==> src/rtl/sdf_pkg.sv <==
// Shared types and timing constants for the radix-2 SDF FFT pipeline.
// Used by the sequencer, the sdf stages and the bench model.
package sdf_pkg;

  typedef enum logic [1:0] {
    ST_IDLE  = 2'd0,
    ST_RUN   = 2'd1,
    ST_DRAIN = 2'd2
  } sdf_state_e;

  // Feedback delay of stage s.
  function automatic int stage_delay(input int n, input int s);
    return n >> (s + 1);
  endfunction

  // Cycle offset of stage s relative to the pipeline input.
  function automatic int stage_off(
    input int n,
    input int lat,
    input int s
  );
    int acc;
    acc = 0;
    for (int i = 0; i < s; i++) begin
      acc += stage_delay(n, i) + lat;
    end
    return acc;
  endfunction

  // Input-to-output latency of the whole chain.
  function automatic int total_lat(input int n, input int lat);
    return stage_off(n, lat, $clog2(n));
  endfunction

endpackage

==> src/rtl/sdf_tw_gen.sv <==
// Twiddle ROM index for the multiplier after stage S.
// Ports: p (phase counter) in, idx (ROM index) out.
module sdf_tw_gen
  import sdf_pkg::*;
#(
  parameter int N   = 64,
  parameter int S   = 0,
  parameter int OFF = 0
) (
  input  logic [$clog2(N)-1:0] p,
  output logic [$clog2(N)-2:0] idx
);

  localparam int LOGN = $clog2(N);
  localparam int TW   = LOGN - 1;

  localparam logic [LOGN-1:0] OFF_M =
    LOGN'(OFF % N);
  localparam logic [LOGN-1:0] MASK =
    LOGN'(stage_delay(N, S) - 1);

  // Output-side count of stage S; OFF is the
  // offset of the stage that follows it.
  logic [LOGN-1:0] o;

  assign o = p - OFF_M;

  // Only the difference half is rotated.
  assign idx = o[LOGN-1-S]
             ? TW'((o & MASK) << S)
             : '0;

endmodule

==> src/rtl/sdf_seq_ctrl.sv <==
// Sequencer for the radix-2 SDF FFT: advance enable, per-stage
// butterfly select and twiddle addresses, output framing, drain/abort.
// Ports: clk, rst_n (sync, low); enable_in/in_ready source handshake;
// ce, zero_in, bf_sel, tw_addr to the datapath; out_valid, out_first
// framing; err_abort pulse; busy.
module sdf_seq_ctrl
  import sdf_pkg::*;
#(
  parameter int N         = 64,
  parameter int STAGE_LAT = 1
) (
  input  logic clk,
  input  logic rst_n,
  input  logic enable_in,
  output logic in_ready,
  output logic ce,
  output logic zero_in,
  output logic [$clog2(N)-1:0] bf_sel,
  output logic [($clog2(N)-1)*($clog2(N)-1)-1:0] tw_addr,
  output logic out_valid,
  output logic out_first,
  output logic err_abort,
  output logic busy
);

  localparam int LOGN = $clog2(N);
  localparam int TW   = LOGN - 1;
  localparam int L    = total_lat(N, STAGE_LAT);
  localparam int FW   = $clog2(L + 1);
  localparam int OW   = LOGN + 2;

  localparam logic [LOGN-1:0] L_MOD =
    LOGN'(L % N);

  sdf_state_e state;
  logic [LOGN-1:0] p;
  logic [FW-1:0] fill;
  logic [OW-1:0] owed;

  logic p_zero;
  logic acc;
  logic fill_full;
  logic [FW-1:0] fill_nxt;
  logic [OW-1:0] owed_nxt;
  logic [LOGN-1:0] bf_raw;
  logic [TW*TW-1:0] tw_raw;

  assign p_zero    = p == '0;
  assign busy      = state != ST_IDLE;
  assign acc       = enable_in & in_ready;
  assign fill_full = fill == FW'(L);

  always_comb begin
    in_ready = 1'b1;
    ce       = 1'b0;
    zero_in  = 1'b0;
    unique case (state)
      ST_IDLE: begin
        ce = enable_in;
      end
      ST_RUN: begin
        ce      = enable_in | p_zero;
        zero_in = ~enable_in & p_zero;
      end
      ST_DRAIN: begin
        in_ready = p_zero;
        ce       = 1'b1;
        zero_in  = ~(enable_in & p_zero);
      end
      default: ;
    endcase
  end

  assign out_valid = ce & busy & fill_full
                   & (owed != '0);
  assign out_first = out_valid & (p == L_MOD);

  assign fill_nxt = fill_full ? fill
                  : fill + 1'b1;

  // Simultaneous accept and emit leaves owed alone.
  always_comb begin
    owed_nxt = owed;
    unique case ({acc, out_valid})
      2'b10:   owed_nxt = owed + 1'b1;
      2'b01:   owed_nxt = owed - 1'b1;
      default: owed_nxt = owed;
    endcase
  end

  always_ff @(posedge clk) begin
    if (!rst_n) begin
      state     <= ST_IDLE;
      p         <= '0;
      fill      <= '0;
      owed      <= '0;
      err_abort <= 1'b0;
    end else begin
      err_abort <= 1'b0;
      unique case (state)
        ST_IDLE: begin
          if (acc) begin
            state <= ST_RUN;
            p     <= LOGN'(1);
            fill  <= FW'(1);
            owed  <= OW'(1);
          end
        end
        ST_RUN: begin
          if (!enable_in && !p_zero) begin
            // Partial frame: throw away
            // everything, including owed bins.
            state     <= ST_IDLE;
            p         <= '0;
            fill      <= '0;
            owed      <= '0;
            err_abort <= 1'b1;
          end else begin
            p    <= p + 1'b1;
            fill <= fill_nxt;
            owed <= owed_nxt;
            if (!enable_in) begin
              state <= ST_DRAIN;
            end
          end
        end
        ST_DRAIN: begin
          p    <= p + 1'b1;
          fill <= fill_nxt;
          owed <= owed_nxt;
          if (acc) begin
            state <= ST_RUN;
          end else if (owed_nxt == '0) begin
            state <= ST_IDLE;
            p     <= '0;
            fill  <= '0;
          end
        end
        default: begin
          state <= ST_IDLE;
          p     <= '0;
          fill  <= '0;
          owed  <= '0;
        end
      endcase
    end
  end

  // Stage-local count c_s = p - OFF_s; its top
  // relevant bit splits fill and butterfly halves.
  for (genvar s = 0; s < LOGN; s++) begin : g_bf
    localparam logic [LOGN-1:0] OFF_S =
      LOGN'(stage_off(N, STAGE_LAT, s) % N);
    assign bf_raw[s] =
      1'((p - OFF_S) >> (LOGN - 1 - s));
  end

  for (genvar s = 0; s < LOGN - 1; s++) begin : g_tw
    sdf_tw_gen #(
      .N   (N),
      .S   (s),
      .OFF (stage_off(N, STAGE_LAT, s + 1))
    ) u_tw (
      .p   (p),
      .idx (tw_raw[s*TW +: TW])
    );
  end

  assign bf_sel  = busy ? bf_raw : '0;
  assign tw_addr = busy ? tw_raw : '0;

endmodule

==> config.mk <==
export PLATFORM = sky130hd
export DESIGN_NAME = sdf_seq_ctrl
export DESIGN_NICKNAME = d
export VERILOG_FILES = /design/src/rtl/sdf_pkg.sv /design/src/rtl/sdf_tw_gen.sv /design/src/rtl/sdf_seq_ctrl.sv
export SDC_FILE = /design/constraint.sdc
export NUM_CORES = 1
export LEC_CHECK = 0
export BUFFER_PORTS_ARGS = -buffer_cell sky130_fd_sc_hd__buf_4
export CAP_MARGIN = 20
export CELL_PAD_IN_SITES_DETAIL_PLACEMENT = 1
export CELL_PAD_IN_SITES_GLOBAL_PLACEMENT = 2
export CORE_MARGIN = 3
export CORE_UTILIZATION = 29
export CTS_CLUSTER_DIAMETER = 60
export DETAILED_ROUTE_END_ITERATION = 12
export PLACE_DENSITY = 0.75
export SLEW_MARGIN = 10
export SYNTH_ARGS = -nofsm -noshare
export SYNTH_HDL_FRONTEND = slang
export SYNTH_SLANG_ARGS = --single-unit
==> constraint.sdc <==
create_clock -name clk -period 4.5 [get_ports clk]
set_input_delay 0.45 -clock clk [delete_from_list [all_inputs] [get_ports clk]]
set_output_delay 0.45 -clock clk [all_outputs]
set_load 0.05 [all_outputs]
Word-level counts from Yosys, hierarchy flattened
Index checks and enable logic that the tools add are counted.
{ "totals": {"register_bits": 24, "in_bits": 3, "output_inout_bits": 38, "elab_cells": 74} }
{ "op_classes": {"add_sub_neg": 8, "n_eq_ne": 9, "mux": 32, "bitwise_logic": 10, "reduce_logical": 10} }
{ "ops": {"columns": ["cell", "n"], "rows": [
  ["two-way mux 7 bit", 5],
  ["two-way mux 6 bit", 5],
  ["two-way mux 25 bit", 1],
  ["two-way mux 5 bit", 5],
  ["one-hot mux 8 bit (3 select lines)", 1],
  ["one-hot mux 7 bit (3 select lines)", 1],
  ["one-hot mux 6 bit (3 select lines)", 1],
  ["two-way mux 8 bit", 2],
  ["one-hot mux 8 bit (2 select lines)", 1],
  ["two-way mux 2 bit", 5],
  ["adder 8 x 1 -> 8 bit, second input constant", 1],
  ["logical NOT 8 bit", 1],
  ["nonzero test 8 bit", 1],
  ["subtractor 8 x 1 -> 8 bit, second input constant", 1],
  ["adder 7 x 1 -> 7 bit, second input constant", 1],
  ["bitwise AND 1 bit", 7],
  ["== test 7 bit, second input constant", 1],
  ["adder 6 x 1 -> 6 bit, second input constant", 1],
  ["== test 6 x 3 -> 1 bit, second input constant", 1],
  ["logical NOT 6 bit", 1],
  ["inequality test 3 bit, second input constant", 2],
  ["one-hot mux 2 bit (3 select lines)", 1],
  ["subtractor 6 bit, second input constant", 1],
  ["subtractor 5 bit, second input constant", 1],
  ["16 further kinds", 21]
]} }

Depth between registers and ports, before layout
Gate-level depths: netlist (run 1).
{ "depth": {"ltp_word": 12, "mapped_depth": 20, "depth_no_buf": 17} }

Cells and area by module
A second synthesis (run 1) with hierarchy kept.
{ "hier_totals": {"cells_unflattened": 357, "hier_area_um2": 2776.4} }
{ "by_module_without_submodules": {"columns": ["module", "instances", "cells_each", "area_each_um2", "seq_area_each_um2"], "rows": [
  ["sdf_seq_ctrl", 1, 291, 2327.2, 480.5],
  ["sdf_tw_gen at g_tw[0].u_tw", 1, 22, 147.6, 0.0],
  ["sdf_tw_gen at g_tw[1].u_tw", 1, 19, 115.1, 0.0],
  ["sdf_tw_gen at g_tw[2].u_tw", 1, 13, 100.1, 0.0],
  ["sdf_tw_gen at g_tw[4].u_tw", 1, 6, 47.5, 0.0],
  ["sdf_tw_gen at g_tw[3].u_tw", 1, 6, 38.8, 0.0]
]} }

Worst setup path after synthesis (run 1)
No wires, ideal clock.
{ "synth_timing": {"path_kind": "register to register", "start": "register p[0]", "end": "register fill[3]", "setup_ps": 132, "arrival_ps": 5307, "required_ps": 4368, "setup_slack_ps": -939, "path_stages_with_launch": 20, "n_path_buf": 2, "period_less_slack_ps": 5439, "cell_sequence": "dfxtp_1 -> clkbuf_1 -> inv_1 -> ha_1 -> or3b_4 -> nor3_4 -> nor2_1 -> nor2_1 -> nor2_1 -> nor3_1 -> ha_1 -> fa_1 -> nor4b_1 -> o21a_1 -> a221oi_1 -> nor4_4 -> nand3_2 -> buf_2 -> o2111ai_1 -> o211ai_1"} }
{ "synth_via": {"elab_chain_len": 12, "word_cells_on_any_way": 19, "classes_between": "3 x eq/ne; 7 x mux; 5 x bitwise; 4 x reduce/logical"} }
{ "synth_lines": {"columns": ["element", "line_no", "text"], "rows": [
  ["from (decl)", "sdf_seq_ctrl.sv:36", "logic [LOGN-1:0] p;"],
  ["from (signal assigned)", "sdf_seq_ctrl.sv:119", "p <= p + 1'b1;"],
  ["from (signal assigned)", "sdf_seq_ctrl.sv:128", "p <= p + 1'b1;"],
  ["logical NOT 6 bit (*)", "sdf_seq_ctrl.sv:48", "assign p_zero = p == '0;"],
  ["bitwise OR 1 bit (*)", "sdf_seq_ctrl.sv:62", "ce = enable_in | p_zero;"],
  ["one-hot mux 1 bit (3 select lines) (*)", "sdf_seq_ctrl.sv:57", "unique case (state)"],
  ["bitwise AND 1 bit (*) (2 in series)", "sdf_seq_ctrl.sv:74", "assign out_valid = ce & busy & fill_full"],
  ["bitwise AND 1 bit (*)", "sdf_seq_ctrl.sv:75", "& (owed != '0);"],
  ["via out_valid", "sdf_seq_ctrl.sv:20", "output logic out_valid,"],
  ["== test 2 x 1 -> 1 bit / == test 2 bit (equally long branches)", "sdf_seq_ctrl.sv:84", "unique case ({acc, out_valid})"],
  ["one-hot mux 8 bit (2 select lines) (*)", "sdf_seq_ctrl.sv:84", null],
  ["logical NOT 8 bit (*)", "sdf_seq_ctrl.sv:133", "end else if (owed_nxt == '0) begin"],
  ["two-way mux 7 bit (*)", "sdf_seq_ctrl.sv:133", null],
  ["two-way mux 7 bit (*)", "sdf_seq_ctrl.sv:131", "if (acc) begin"],
  ["one-hot mux 7 bit (3 select lines) (*)", "sdf_seq_ctrl.sv:100", "unique case (state)"],
  ["to (signal assigned)", "sdf_seq_ctrl.sv:120", "fill <= fill_nxt;"],
  ["to (signal assigned)", "sdf_seq_ctrl.sv:129", "fill <= fill_nxt;"],
  ["to (decl)", "sdf_seq_ctrl.sv:37", "logic [FW-1:0] fill;"]
]} }
Mark *: on every way through the listed nets, which the timed path passes. The rest lies on a longest branch.
A chain may end at the register's enable or synchronous reset.

Worst setup path in the final report (run 1)
{ "layout_timing": {"start": "register p[1]", "end": "register fill[5]"} }
{ "layout_via": {"elab_chain_len": 12, "word_cells_on_any_way": 19, "classes_between": "3 x eq/ne; 7 x mux; 5 x bitwise; 4 x reduce/logical"} }
{ "layout_lines": {"columns": ["element", "line_no"], "rows": [
  ["logical NOT 6 bit (*)", "sdf_seq_ctrl.sv:48"],
  ["bitwise OR 1 bit", "sdf_seq_ctrl.sv:62"],
  ["one-hot mux 1 bit (3 select lines)", "sdf_seq_ctrl.sv:57"],
  ["bitwise AND 1 bit (2 in series)", "sdf_seq_ctrl.sv:74"],
  ["bitwise AND 1 bit", "sdf_seq_ctrl.sv:75"],
  ["== test 2 x 1 -> 1 bit / == test 2 bit (equally long branches)", "sdf_seq_ctrl.sv:84"],
  ["one-hot mux 8 bit (2 select lines)", "sdf_seq_ctrl.sv:84"],
  ["logical NOT 8 bit", "sdf_seq_ctrl.sv:133"],
  ["two-way mux 7 bit", "sdf_seq_ctrl.sv:133"],
  ["two-way mux 7 bit", "sdf_seq_ctrl.sv:131"],
  ["one-hot mux 7 bit (3 select lines)", "sdf_seq_ctrl.sv:100"]
]} }
Every way passes the cells marked *; elsewhere a longest branch is shown, timed or not.

==> results.cfg, run 1 <==
[route]
viasPerCell = 5.45
postRouteAntennaNets = 0
firstDrtPassIters = 4
wirelength_um = 7910
drtIter0Drc = 97
drc = 0
wl_per_cell_um = 17.0
vias = 2534

[critical_path]
r2r-end = fill[5]
crit_arrival_ns = 4.43
rr_worst_depth = 18
setup.worst_path.start = p[1]
cp_max_fo = 9
critPathKind = reg2reg
critPathCapture = fill[5]
required_ns = 4.69
cp-end-kind = flop
regToRegSetupSlack_ns = 0.26
rr_startpoint = p[1]
critPathLaunchType = flop

[global_routing]
top_usage_layer = met2
grt_max_degree = 22
gr-total-overflow = 0
use_met2_pct = 26.6
grt_util_met1_pct = 22.8
met3_usage_pct = 1.77
grt_pass1_vias = 2511
grt_usage_pct = 16.0
antenna_found_initial = 0
grt_pass1_wl_um = 13100

[sta]
final-max-slew-violation-count = 0
max_freq_ghz = 0.236
setup_violations = 0
tightest_slew_ns = 0.953
fin_crit_ns = 4.24
timing.clock.skew_ns = 0.0114
finalHoldViolCount = 0
holdWs_ns = 0.521
fin_crit_sh_pct = 94.2
setup_ws_ns = 0.263
tns_ns = 0
relSlewSlack_pct = 36.5

[clock_network]
cts-root-buf = clkbuf_8
insertion_delay_ns = 0.28
cts_made_buffers = 3
cts_tree = done
clock_sinks = 24
cts_htree_levels = 1
cts.path.max_buffers = 2
clk_pin_slew_worst_paths_ns = 0.10

[floorplanning]
start_util_pct = 30.0
rows = 33
dieArea_mm2 = 0.00970
die_x_um = 98.5
core_mm2 = 0.00826
io_pins = 41
die_h_um = 98.5

[layout]
mostFrequentLayoutCells = buf_4 (47), nor2_1 (37), nand2_1 (24), nand3_1 (24), dfxtp_1 (24)
layout_commonest_cell = buf_4
design_area_mm2 = 0.00293
antennaDiodeCount = 0
fillers = 1039
area_growth_pct = 18.0
drive_above_1_share_pct = 19.7
fin_nets = 386

[power]
ir_drop_uv = 166
cellLeakagePower_nw = 1.17
power.total_mw = 1.33
power_per_cell_area_mw_per_mm2 = 455

[job]
maxCapViolations = 0

[hold_path]
hold_path.startpoint = state[0]
holdCritPathClass = reg2reg

[synth]
syn_avg_cell_area_um2 = 7.45
ys_seq_area_share_pct = 19.4
synth_cell_type_count = 60
ys_warn_count = 0
synth_area_mm2 = 0.00248
ys_async_sr_fraction_pct = 0
synth-seq-cells = 24
syn_inst = 333
synth_edf_count = 0
synth-main-ff-cell = dfxtp_1

[placement]
dp_hpwl_um = 5960
io_buffers = 30
post_dp_cell_area_mm2 = 0.00283
dp_slack_ns = 0.198
place_congestion = 0.819

[outcome]
status = finished, final reports clean
## metrics by stage
step                      std cells  util (%)
after floorplan                 342         -
after global routing            465      35.4
after detailed placement        459      34.3
after global placement          459      34.3
final                           465      35.4
after CTS                       463      34.9
## worst max-delay path: stages, from the launching register on
cell	delay [ns]
dfxtp_1	0.32
inv_1	0.17
ha_1	0.21
or3b_4	0.43
nor3_4	0.14
nor2_1	0.08
nor2_1	0.11
nor2_1	0.08
nor3_4	0.22
ha_4	0.24
ha_1	0.26
a211oi_2	0.34
o211ai_1	0.19
and3_1	0.19
or4_1	0.50
nand3_2	0.16
buf_4	0.19
o21ai_1	0.10
a211oi_2	0.21
## synthesized netlist by cell type (4+ instances only)
master      n  share of area (%)
nor2_1     37                5.6
dfxtp_1    24                 19
nand2_1    24                3.6
nand3_1    24                4.8
ha_1       21                 11
a21oi_1    20                4.0
clkbuf_1   13                2.0
nor3_1     13                2.6
inv_1      12                1.8
o211ai_1   12                3.6
buf_4      11                3.3
o2111ai_1   8                2.8
and3_1      6                1.5
nor2b_1     6                1.5
xnor2_1     6                2.1
xor2_1      6                2.1
a211oi_1    5                1.5
a22oi_1     5                1.5
and2_1      5                1.3
nor4_1      5                1.3
buf_1       4               0.61
buf_2       4               0.81
nor4b_1     4                1.4
## how the worst min path moves through the flow
stage                to  slack [ns]  depth (start not counted)
5_1_grt        state[1]        0.55                          2
2_1_floorplan   owed[3]        0.47                          2
3_5_place_dp   state[1]        0.51                          2
3_3_place_gp   state[0]        0.50                          2
4_1_cts        state[1]        0.52                          2
6_report       state[0]        0.52                          2
## per-layer routing
metal	wire, um	vias to the layer above	part of all wire (%)
met5	0	-	0
met4	56	0	0.71
met3	339	5	4.3
met2	3630	62	46
met1	3890	1206	49
li1	-	1261	-
## cell families (layout without fill, tap and decap cells)
logic type	count (synthesis)	in the layout	share of synthesized area, %
multiplexers	2	2	0.807
XOR/XNOR	12	12	4.24
buffers and inverters	46	64	9.13
other	1	10	0.151
AO/OA/AOI/OAI	88	88	25.9
adder cells (fa/ha/maj)	22	22	11.4
AND/OR/NAND/NOR	138	138	29.0
flip-flops	24	24	19.4
## what timing repair did
item	CTS	global route
hold buffers	0	0
hold endpoints to repair	0	0
buffers inserted	0	2
gates resized for setup	0	7
endpoints found under the setup margin	0	15
## cell type report
cell class / count / area [um^2] / share of cell area [%]
clock buffer: 4 / 55.1 / 1.88
inverter: 13 / 48.8 / 1.67
multi-input combinational: 272 / 1860 / 63.5
sequential: 24 / 480 / 16.4
tap: 105 / 131 / 4.49
timing repair buffer: 47 / 353 / 12.1
## sequential cells by signal (all words and copies together) (netlist names)
signal / flops
owed: 8
fill: 7
p: 6
state: 2
err_abort: 1
## power by group
group | switching [mW] | leakage, nW | internal, mW
logic | 0.641 | 0.946 | 0.280
clock network | 0.0778 | 0.0288 | 0.0784
registers | 0.0216 | 0.194 | 0.233
total | 0.740 | 1.17 | 0.591
No activity file was read; power rests on OpenSTA's default activity.
==> run 2, diff against run 1 <==
--- a/config.mk
+++ b/config.mk
@@ -13,7 +13,8 @@
 export CORE_UTILIZATION = 29
 export CTS_CLUSTER_DIAMETER = 60
 export DETAILED_ROUTE_END_ITERATION = 12
-export PLACE_DENSITY = 0.75
+export MAX_ROUTING_LAYER = met4
+export PLACE_DENSITY_LB_ADDON = 0.15
 export SLEW_MARGIN = 10
 export SYNTH_ARGS = -nofsm -noshare
 export SYNTH_HDL_FRONTEND = slang
==> run 2 against run 1 <==
Count of clock-buffer cells in the layout decreased by 1. Via count increased by 0.51%. Critical path depth increased by 2. Sequential cell count unchanged. Critical path type unchanged. Largest power group unchanged. Highest routed layer unchanged.
==> results.cfg, run 2 (synthesis gave the netlist of run 1 again) <==
[outcome]
status = finished, final reports clean

[route]
wl_per_cell_um = 17.1
wirelength_um = 8020
drc = 0
firstDrtPassIters = 4
postRouteAntennaNets = 0
vias = 2547
viasPerCell = 5.42
drtIter0Drc = 78

[sta]
tightest_slew_ns = 0.777
relSlewSlack_pct = 48.1
max_freq_ghz = 0.239
tns_ns = 0
fin_crit_ns = 4.18
setup_violations = 0
finalHoldViolCount = 0
final-max-slew-violation-count = 0
fin_crit_sh_pct = 92.8
timing.clock.skew_ns = 0.00322

[layout]
regMostFlops = owed
design_area_mm2 = 0.00302
post-route-util_pct = 36.6
fin_cells = 470
drive_above_1_share_pct = 21.9
fin_nets = 391
mostFrequentLayoutCells = buf_4 (51), nor2_1 (37), nand2_1 (24), nand3_1 (24), dfxtp_1 (24)
largest_register_ffs = 8
largest_registers = owed: 8 flops, fill: 7 flops, p: 6 flops
antennaDiodeCount = 0
layout_commonest_cell = buf_4
area_growth_pct = 21.9

[clock_network]
cts.path.max_buffers = 2
cts_htree_levels = 1
cts_made_buffers = 3
clk_pin_slew_worst_paths_ns = 0.10
clock_sinks = 24
insertion_delay_ns = 0.28
cts-root-buf = clkbuf_8
cts_tree = done

[critical_path]
cp-end-kind = flop
rr_worst_depth = 20
regToRegSetupSlack_ns = 0.32
required_ns = 4.66
crit_arrival_ns = 4.34
r2r-end = p[5]
critPathLaunchType = flop
cp_max_fo = 7
rr_startpoint = p[1]
critPathKind = reg2reg

[floorplanning]
io_pins = 41
die_h_um = 98.5
start_util_pct = 30.0
die_x_um = 98.5
rows = 33
dieArea_mm2 = 0.00970
core_mm2 = 0.00826

[placement]
post_dp_cell_area_mm2 = 0.00284
place_congestion = 0.802
dp_cells = 461
dp_hpwl_um = 6070
io_buffers = 30

[job]
maxCapViolations = 0

[power]
cellLeakagePower_nw = 1.20
ir_drop_uv = 152
power_per_cell_area_mw_per_mm2 = 463

[global_routing]
gr-total-overflow = 0
grt_usage_pct = 17.0
grt_max_degree = 22
antenna_found_initial = 0
grt_pass1_wl_um = 13400
grt_pass1_vias = 2529

[hold_path]
holdCritPathClass = reg2reg
worst_hold_path.endpoint = state[0]
whs_path_depth = 2
hold_path.startpoint = state[0]
run 2: critical path, stage by stage, from the launching register on:
cell and delay (ns):
dfxtp_1 0.33, inv_2 0.10, ha_1 0.19, or3b_4 0.43, nor3_4 0.14, nor2_1 0.07, nor2_1 0.10, nor2_1 0.08
nor3_4 0.24, ha_4 0.22, buf_2 0.22, ha_4 0.19, a211oi_2 0.06, buf_4 0.15, nor4_1 0.26, nor3_1 0.15
nor4_4 0.45, nand3_4 0.18, buf_4 0.20, o2111ai_1 0.20, o211ai_1 0.12
run 2: worst max-delay path by stage:
stage | startpoint | endpoint | cells after the start
floorplan | p[0] | fill[3] | 19
global placement | p[1] | fill[1] | 17
detailed placement | p[1] | fill[1] | 17
CTS | p[1] | fill[1] | 17
global route | p[1] | p[5] | 20
finish | p[1] | p[5] | 20
run 2: area by class of cell:
class,count,area [um^2]
well taps,105,131
repair buffers,52,388
clock buffers,3,41.3
clock inverters,1,30.0
flip-flops and latches,24,480
inverters,13,48.8
fillers,1039,5240
multi-input cells,272,1900
run 2: metal layers:
metal | up-vias | GRT usage [%] | wire (um) | part of all wire [%]
met2 | 46 | 27.2 | 3730 | 47
met5 | - | - | 0 | 0
met3 | 4 | 2.05 | 319 | 4.0
met4 | 0 | 3.47 | 68 | 0.85
li1 | 1272 | - | - | -
met1 | 1225 | 23.3 | 3900 | 49
run 2: report_power, final:
part           internal [mW]  switching (mW)  leakage (nW)
Clock                  0.119          0.0828        0.0357
Combinational          0.294           0.647         0.973
Sequential             0.233          0.0219         0.194
run 2: stage by stage:
step | hold WS, ns | power [mW] | setup WS [ns]
floorplan | 0.467 | 0.919 | 0.0336
global placement | 0.492 | 1.19 | 0.285
detailed placement | 0.505 | 1.19 | 0.0537
CTS | 0.519 | 1.40 | 0.0407
global route | 0.567 | 1.50 | -0.0106
finish | 0.518 | 1.40 | 0.322
run 2: what timing repair did:
item / in CTS / in global routing
setup buffers: 0 / 5
hold endpoints to repair: 0 / 0
endpoints found under the setup margin: 0 / 15
hold buffers: 0 / 0
resized for setup: 0 / 17
==> run 3, diff against run 2 <==
--- a/config.mk
+++ b/config.mk
@@ -10,12 +10,14 @@
 export CELL_PAD_IN_SITES_DETAIL_PLACEMENT = 1
 export CELL_PAD_IN_SITES_GLOBAL_PLACEMENT = 2
 export CORE_MARGIN = 3
-export CORE_UTILIZATION = 29
+export CORE_UTILIZATION = 31
 export CTS_CLUSTER_DIAMETER = 60
 export DETAILED_ROUTE_END_ITERATION = 12
 export MAX_ROUTING_LAYER = met4
-export PLACE_DENSITY_LB_ADDON = 0.15
+export PLACE_DENSITY = 0.85
+export REMOVE_ABC_BUFFERS = 1
 export SLEW_MARGIN = 10
 export SYNTH_ARGS = -nofsm -noshare
 export SYNTH_HDL_FRONTEND = slang
+export SYNTH_HIERARCHICAL = 1
 export SYNTH_SLANG_ARGS = --single-unit
==> run 3 against run 2 <==
Clock power hardly changed. Clock skew is 0.0020 ns lower. Count of clock-buffer cells in the layout stayed put. Total power is 37% lower. Final cell count is 3.6% higher. Global-route usage is 0.49 points lower. Register-to-register slack better by 0.07 ns. Worst setup slack better by 0.075 ns. Area after synthesis is 12% higher. Sequential share of layout area is 0.72 points lower. Cell area is 4.8% higher. Largest cell class unchanged.
==> results.cfg, run 3 <==
[critical_path]
crit_chain = nor2_1, and3_1, and2_1, o22a_1, o21ai_1, nor4_2, ha_1, buf_4, ha_1, nand3_1, a21oi_1, mux2i_1, a21o_1, a41oi_4, buf_12, buf_4, o211ai_1, o311ai_1
slowest_stage = dfxtp_1
cp-end-kind = flop
critPathKind = reg2reg
path_buf_inv = 3
regToRegSetupSlack_ns = 0.40
rr_startpoint = p[5]
slowest_delay_ns = 0.52
crit_cells = 18
setup.worst_path.start = p[5]
cp_max_fo = 12
rr_worst_depth = 18
r2r-end = fill[1]
crit_arrival_ns = 4.27
critPathCapture = fill[1]
critPathLaunchType = flop
path_delay_family = compound AO/OA/AOI/OAI gates
required_ns = 4.66

[route]
drc = 0
vias = 2674
wl_per_cell_um = 16.5
postRouteAntennaNets = 0
drtIter0Drc = 117
wirelength_um = 8020
firstDrtPassIters = 4
viasPerCell = 5.49

[sta]
fin_crit_sh_pct = 91.2
final-max-slew-violation-count = 0
setup_violations = 0
setup_ws_ns = 0.397
tns_ns = 0
relSlewSlack_pct = 35.8
tightest_slew_ns = 0.960
fin_crit_ns = 4.10
holdWs_ns = 0.440
max_freq_ghz = 0.244
finalHoldViolCount = 0
rsz0062_at_grt = no
timing.clock.skew_ns = 0.00121

[synth]
yosys-top-cells-count = nor2_1 (33), nor2b_1 (29), dfxtp_1 (24)
yosysMostFrequentCell = nor2_1
synth-adder-area-share_pct = 9.73
synth_edf_count = 0
netlist_top_cells_area = dfxtp_1 (17%), ha_1 (9.0%), nor2b_1 (6.5%)
synth_area_mm2 = 0.00278
ys_seq_area_share_pct = 17.3
synth-seq-cells = 24
syn_avg_cell_area_um2 = 7.78
ys_warn_count = 6
ys_async_sr_fraction_pct = 0
synth_top_area_share_pct = 17.3
synth_top_family_by_area = simple AND/OR/NAND/NOR gates
synth_cell_type_count = 72
synth_area_leader_cell = dfxtp_1
yosys.area_share.xor_xnor_pct = 4.10
syn_inst = 357
synth_compound_area_share_pct = 25.2
synth-simple-area-share_pct = 31.7
synthMuxAreaShare_pct = 1.67
synth-main-ff-cell = dfxtp_1

[placement]
dp_cells = 480
io_buffers = 30
dp_slack_ns = 0.330
dp_hpwl_um = 5760
place_congestion = 0.798

[global_routing]
use_met2_pct = 27.7
grt_pass1_wl_um = 13500
gr-total-overflow = 0
grt_pass1_vias = 2699
grt_usage_pct = 16.6
antenna_found_initial = 0
grt_util_met1_pct = 21.8
top_usage_layer = met2
met3_usage_pct = 2.08
grt_max_degree = 36

[clock_network]
clk_pin_slew_worst_paths_ns = 0.10
clock_sinks = 24
cts.path.max_buffers = 2
cts_htree_levels = 1
cts-root-buf = clkbuf_8
insertion_delay_ns = 0.28
cts_made_buffers = 3
cts_tree = done

[layout]
fin_cells = 487
drive_above_1_share_pct = 19.9
largest_registers = owed: 8 flops, fill: 7 flops, p: 6 flops
mostFrequentLayoutCells = buf_4 (45), nor2_1 (33), nor2b_1 (29)
area_growth_pct = 14.1
largest_register_ffs = 8
fin_nets = 407
layout_commonest_cell = buf_4
antennaDiodeCount = 0
regMostFlops = owed

[power]
ir_drop_uv = 96.0
cellLeakagePower_nw = 1.31
power_per_cell_area_mw_per_mm2 = 279

[floorplanning]
start_util_pct = 32.8
rows = 33
io_pins = 41
die_h_um = 101
core_mm2 = 0.00846
die_x_um = 101
dieArea_mm2 = 0.0101

[hold_path]
holdCritPathClass = in2reg

[outcome]
status = finished, final reports clean

[job]
maxCapViolations = 0
-- run 3: worst reg2reg max path, delay by kind of cell (launching register included) --
family / cells / cell delay [ns]
AOI/OAI and AO/OA: 7 / 1.21
and+or+nand+nor: 5 / 0.72
adders and majority gates: 2 / 0.65
DFF: 1 / 0.52
buffers and inverters: 3 / 0.51
muxes: 1 / 0.37
-- run 3: cells by family after synthesis --
kind of cell,after synthesis
flip-flops,24
AO/OA/AOI/OAI,88
AND/OR/NAND/NOR,153
buffers and inverters,50
other,4
XOR/XNOR,13
adder cells (fa/ha/maj),21
multiplexers,4
-- run 3: how the worst min path moves through the flow --
| stage | from | end | slack (ns) | cells after the start |
|---|---|---|---|---|
| final | enable_in | err_abort | 0.44 | 2 |
| after global routing | enable_in | err_abort | 0.46 | 2 |
| after CTS | enable_in | err_abort | 0.43 | 2 |
| after detailed placement | state[0] | state[0] | 0.51 | 2 |
| after global placement | state[0] | state[0] | 0.50 | 2 |
| after floorplan | fill[6] | fill[6] | 0.47 | 2 |
-- run 3: final cells by class --
| type | instances | area [um^2] |
|---|---|---|
| Multi-Input combinational cell | 289 | 2050 |
| Clock buffer | 3 | 41.3 |
| Clock inverter | 1 | 30.0 |
| Tap cell | 105 | 131 |
| Fill cell | 1044 | 5300 |
| Sequential cell | 24 | 480 |
| Inverter | 19 | 71.3 |
| Timing Repair Buffer | 46 | 358 |
-- run 3: timing repair --
action	CTS	global route
setup buffers	0	3
endpoints found under the setup margin	0	14
endpoints found under the hold margin	0	0
hold buffers	0	0
gates resized for setup	0	1
-- run 3: through the flow --
stage	total power [mW]	instance area, um^2	util, %
floorplan	0.560	2600	-
global placement	0.670	3050	36.0
detailed placement	0.681	3050	36.1
CTS	0.886	3130	36.9
global route	0.935	3170	37.4
finish	0.884	3170	37.4
-- run 3: power by group --
part	internal [mW]	switching, mW	total [mW]
sequential	0.223	0.0128	0.236
clock	0.119	0.0832	0.202
combinational	0.136	0.310	0.446
total	0.478	0.406	0.884
-- run 3: routing by layer --
layer	part of all wire (%)	up-vias
met3	2.5	4
met5	0	-
met4	0.69	0
li1	-	1319
met1	48	1319
met2	49	32
